### src/rtl/tt_logic_lane_array.sv
// Programmable per-lane logic unit: pass / invert / XOR-with-B / hold-or-edge per lane, serial config with atomic commit.
// Optional: define LOGIC_LANE_EDGE_EN to turn op 11 into a rising-edge detector instead of hold.

module tt_logic_lane (
  input  logic       clk,
  input  logic       rst_n,
  input  logic [1:0] op,
  input  logic       din,
  input  logic       opb_cap,
  output logic       dout
);
  logic b;
  logic nxt;

`ifdef LOGIC_LANE_EDGE_EN
  logic din_q;
  always_ff @(posedge clk or negedge rst_n)
    if (!rst_n) din_q <= 1'b0;
    else        din_q <= din;
`endif

  always_ff @(posedge clk or negedge rst_n)
    if (!rst_n)       b <= 1'b0;
    else if (opb_cap) b <= din;

  // XOR uses the B value from before this edge, so a same-cycle capture shows up next cycle
  always_comb begin
    nxt = dout;
    case (op)
      2'b00: nxt = din;
      2'b01: nxt = ~din;
      2'b10: nxt = din ^ b;
`ifdef LOGIC_LANE_EDGE_EN
      2'b11: nxt = din & ~din_q;
`else
      2'b11: nxt = dout;
`endif
      default: nxt = dout;
    endcase
  end

  always_ff @(posedge clk or negedge rst_n)
    if (!rst_n) dout <= 1'b0;
    else        dout <= nxt;
endmodule

module tt_logic_lane_array #(
  parameter int WIDTH = 8,
  parameter logic [2*WIDTH-1:0] RESET_CFG = {{(WIDTH-WIDTH/2){2'b00}}, {(WIDTH/2){2'b01}}}
) (
  input  logic             clk,
  input  logic             rst_n,
  input  logic [WIDTH-1:0] din,
  input  logic             opb_cap,
  input  logic             cfg_sin,
  input  logic             cfg_shift,
  input  logic             cfg_commit,
  output logic [WIDTH-1:0] dout,
  output logic             cfg_full,
  output logic             cfg_err
);
  localparam int CW   = 2*WIDTH;
  localparam int CNTW = $clog2(CW+1);
  localparam logic [CNTW-1:0] CNT_FULL = CNTW'(CW);

  typedef enum logic {LOAD = 1'b0, READY = 1'b1} cfg_state_e;

  cfg_state_e            state;
  logic [CNTW-1:0]       cnt;
  logic [CW-1:0]         shadow;
  logic [WIDTH-1:0][1:0] cfg_act;

  // Commit takes priority over shift; a shift in the same cycle is dropped
  always_ff @(posedge clk or negedge rst_n)
    if (!rst_n) begin
      state    <= LOAD;
      cnt      <= '0;
      shadow   <= '0;
      cfg_act  <= RESET_CFG;
      cfg_full <= 1'b0;
      cfg_err  <= 1'b0;
    end else if (cfg_commit) begin
      if (state == READY) begin
        cfg_act  <= shadow;
        cnt      <= '0;
        state    <= LOAD;
        cfg_full <= 1'b0;
      end else begin
        cfg_err  <= 1'b1;
      end
    end else if (cfg_shift) begin
      shadow <= {cfg_sin, shadow[CW-1:1]};
      if (state == LOAD) begin
        cnt <= cnt + 1'b1;
        if (cnt == CNT_FULL - 1'b1) begin
          state    <= READY;
          cfg_full <= 1'b1;
        end
      end
    end

  for (genvar i = 0; i < WIDTH; i++) begin : g_lane
    tt_logic_lane u_lane (
      .clk     (clk),
      .rst_n   (rst_n),
      .op      (cfg_act[i]),
      .din     (din[i]),
      .opb_cap (opb_cap),
      .dout    (dout[i])
    );
  end
endmodule

### config.mk
export PLATFORM = sky130hd
export DESIGN_NAME = tt_logic_lane_array
export DESIGN_NICKNAME = d
export VERILOG_FILES = /design/src/rtl/tt_logic_lane_array.sv
export SDC_FILE = /design/constraint.sdc
export NUM_CORES = 1
export LEC_CHECK = 0
export CORE_ASPECT_RATIO = 1.1
export CORE_UTILIZATION = 30
export CTS_CLUSTER_DIAMETER = 30
export DETAILED_ROUTE_END_ITERATION = 7
export DONT_BUFFER_PORTS = 1
export PLACE_DENSITY_LB_ADDON = 0.3
export SLEW_MARGIN = 10
export SYNTH_ARGS = -nofsm -noshare
export SYNTH_HDL_FRONTEND = slang
export SYNTH_SLANG_ARGS = --single-unit
### constraint.sdc
create_clock -name clk -period 1.8 [get_ports clk]
set_clock_uncertainty 0.1 [all_clocks]
set_input_delay 0.36 -clock clk [delete_from_list [all_inputs] [get_ports clk]]
set_output_delay 0.36 -clock clk [all_outputs]
set_load 0.02 [all_outputs]
==> flow_summary.ini <==
[timing]
setup_ws_ps = 187
rsz0062_at_grt = no
setup_violations = 0
drv_slew = 0
final_hold_viol_count = 0
setup_tns_ps = 0
worstMarginPinSlew_ps = 307
finalCritPeriodShare_pct = 89.6
period_needed_ps = 1610
max_freq_ghz = 0.620
slew_headroom_pct = 79.6

[clock_tree]
ctsResizeCount = 0
root_buffer = clkbuf_8
cts_tree = done
clk_pin_slew_ps = 100
worstSkewPairLatency_ps = 310
cts_setup_buffers = 0
clock-sinks = 56
ctsHoldBuffers = 3
cts_made_buffers = 5
cts.path.max_buffers = 2
htree_levels = 2

[hold_path]
whs_endpoint = cnt[4]
min_path_cells = 1
hp-class = in2reg
hold_start = cfg_commit

[critical_path]
crit-reg2reg-launch = cfg_act[4]
path_buf_inv = 1
reg2reg_slack_ps = 190
required_ps = 1930
critPathSlowestCell = dfstp_2
rr_worst_depth = 4
cp.arrival_ps = 1740
reg2reg_to = g_lane[2].u_lane.dout
crit_type = reg2reg
crit_family = flip-flops
max_stage_delay_ps = 560
critPathCaptureType = register
worstPathCellList = inv_1, ha_1, or3_1, a32oi_1
cp_max_fo = 3
critPathLaunchType = register

[die]
dieHeight_um = 105
placementRows = 37
start_util_pct = 31.0
die_x_um = 95.7
io_pins = 24
coreArea_sq_um = 9350
die_area_sq_um = 10000

[power_and_ir_drop]
combPwrFrac_pct = 15.1
pwr-share-clk_pct = 22.9
leakagePower_nw = 1.38
swShare_pct = 29.8
ir_worst_vdd_mv = 0.325
switching_power_uw = 899
p_seq_share_pct = 62.0
power.density_nw_per_um2 = 985
p_int_mw = 2.12

[layout]
n_antenna_cell = 0
syn2layout_area_growth_pct = 5.75
drive_above_1_share_pct = 16.9
nNetsFinal = 291
nFillCells = 937
mostFrequentLayoutCells = dfrtp_1, inv_1, ha_1, a21oi_1
layout_commonest_cell = dfrtp_1

[placement]
numPortBuffers = 0
routabilityCongestion = 0.715
post-dp-hpwl_um = 3090
dpl_worst_slack_ps = 215

[synth]
syn_area_sq_um = 2900
synth_edf_count = 0
syn_nets = 296
avgSynthCellArea_sq_um = 11.4
syn_inst = 253
ys_warn_count = 0
yosys_register_bits = 56
asyncSetResetFlopFracSynth_pct = 100
synth-main-ff-cell = dfrtp_1
yosysUniqueCellTypes = 31
synth_seq_area_share_pct = 48.6

[job]
cap_violations = 0

[routing]
wirelength_um = 4600
drt-initial-drc-count = 63
first_pass_iters = 4
viasPerCell = 4.64
antenna_left = 0
drc = 0
wire_per_inst_um = 12.6
num_vias = 1699

[grt]
grt_pass1_wl_um = 7910
grt_overflow = 0
grt_max_degree = 57
grt_usage_pct = 10.1
antenna_found_initial = 0
first_global_vias = 1766

[status]
outcome = completed
==> synth_stat cells, types with 2 or more instances <==
cell type | count | share of area (%)
dfrtp_1 | 52 | 45
inv_1 | 31 | 4.0
ha_1 | 29 | 13
a21oi_1 | 19 | 3.3
nand2_1 | 18 | 2.3
o21ai_0 | 18 | 3.1
mux2_2 | 15 | 5.8
mux2_4 | 10 | 5.2
a32oi_1 | 8 | 2.4
buf_4 | 8 | 2.1
nand3b_1 | 8 | 2.1
or3_1 | 8 | 1.7
dfstp_2 | 4 | 3.6
o22ai_1 | 4 | 0.86
clkbuf_1 | 3 | 0.39
and3_1 | 2 | 0.43
buf_6 | 2 | 0.78
==> layer usage <==
layer / wire, um / part of all wire (%) / vias to the layer above / track usage [%]
met3: 190 / 4.1 / 6 / 2.77
met4: 68 / 1.5 / 0 / 3.84
met2: 2190 / 48 / 21 / 17.0
met1: 2150 / 47 / 825 / 12.1
met5: 0 / 0 / - / 0
li1: - / - / 847 / -
==> per-stage QoR <==
step           hold slack [ps]  instance area [sq um]  total power [mW]  util, %  std cells
3_5_place_dp             -33.5                   2930              2.32     31.3        355
3_3_place_gp             -33.9                   2930              2.31     31.3        355
2_1_floorplan            -35.6                   2900              2.36        -        253
6_report                  30.1                   3060              3.02     32.7        366
5_1_grt                   4.97                   3060              3.22     32.7        366
4_1_cts                   12.2                   3060              3.08     32.7        366
==> cell families (layout without fill, tap and decap cells) <==
family | after synthesis | count (layout) | synth area share [%]
AO/OA/AOI/OAI | 52 | 52 | 10.6
AND/OR/NAND/NOR | 43 | 43 | 8.69
multiplexers | 25 | 25 | 11.0
buffers and inverters | 48 | 44 | 8.60
adder cells (fa/ha/maj) | 29 | 29 | 12.5
flip-flops | 56 | 56 | 48.6
==> power groups by stage <==
stage / registers (mW) / clock network, mW / logic, mW
detailed placement: 1.90 / 0 / 0.420
global placement: 1.90 / 0 / 0.410
CTS: 1.88 / 0.740 / 0.463
finish: 1.87 / 0.690 / 0.456
floorplan: 1.71 / 0 / 0.654
global route: 1.93 / 0.785 / 0.509
==> layout make-up <==
| cell class | instances | area [sq um] | area share [%] |
|---|---|---|---|
| Sequential cell | 56 | 1410 | 45.9 |
| Timing Repair Buffer | 4 | 55.1 | 1.80 |
| Inverter | 32 | 125 | 4.09 |
| Tap cell | 117 | 146 | 4.78 |
| Multi-Input combinational cell | 149 | 1240 | 40.5 |
| Clock inverter | 2 | 16.3 | 0.531 |
| Clock buffer | 6 | 72.6 | 2.37 |
==> flip-flops by register name, indices dropped and copies added, names as in the netlist <==
register / cells
cfg_act: 16
shadow: 16
g_lane.u_lane.b: 8
g_lane.u_lane.dout: 8
cnt: 5
cfg_err: 1
cfg_full: 1
state: 1
==> worst max path at each step <==
stage                            endpoint  depth (start not counted)  startpoint  slack (ps)
floorplan                          cnt[3]                          6  cfg_commit         140
global placement    g_lane[2].u_lane.dout                          4  cfg_act[4]         250
detailed placement  g_lane[1].u_lane.dout                          4  cfg_act[2]         210
CTS                 g_lane[1].u_lane.dout                          4  cfg_act[2]         180
global route        g_lane[2].u_lane.dout                          4  cfg_act[4]          90
finish              g_lane[2].u_lane.dout                          4  cfg_act[4]         190
==> worst register-to-register path, cell delays in order (launching register included) <==
cell	delay (ps)
dfstp_2	560
inv_1	50
ha_1	300
or3_1	350
a32oi_1	180
No activity file was read; power rests on OpenSTA's default activity.
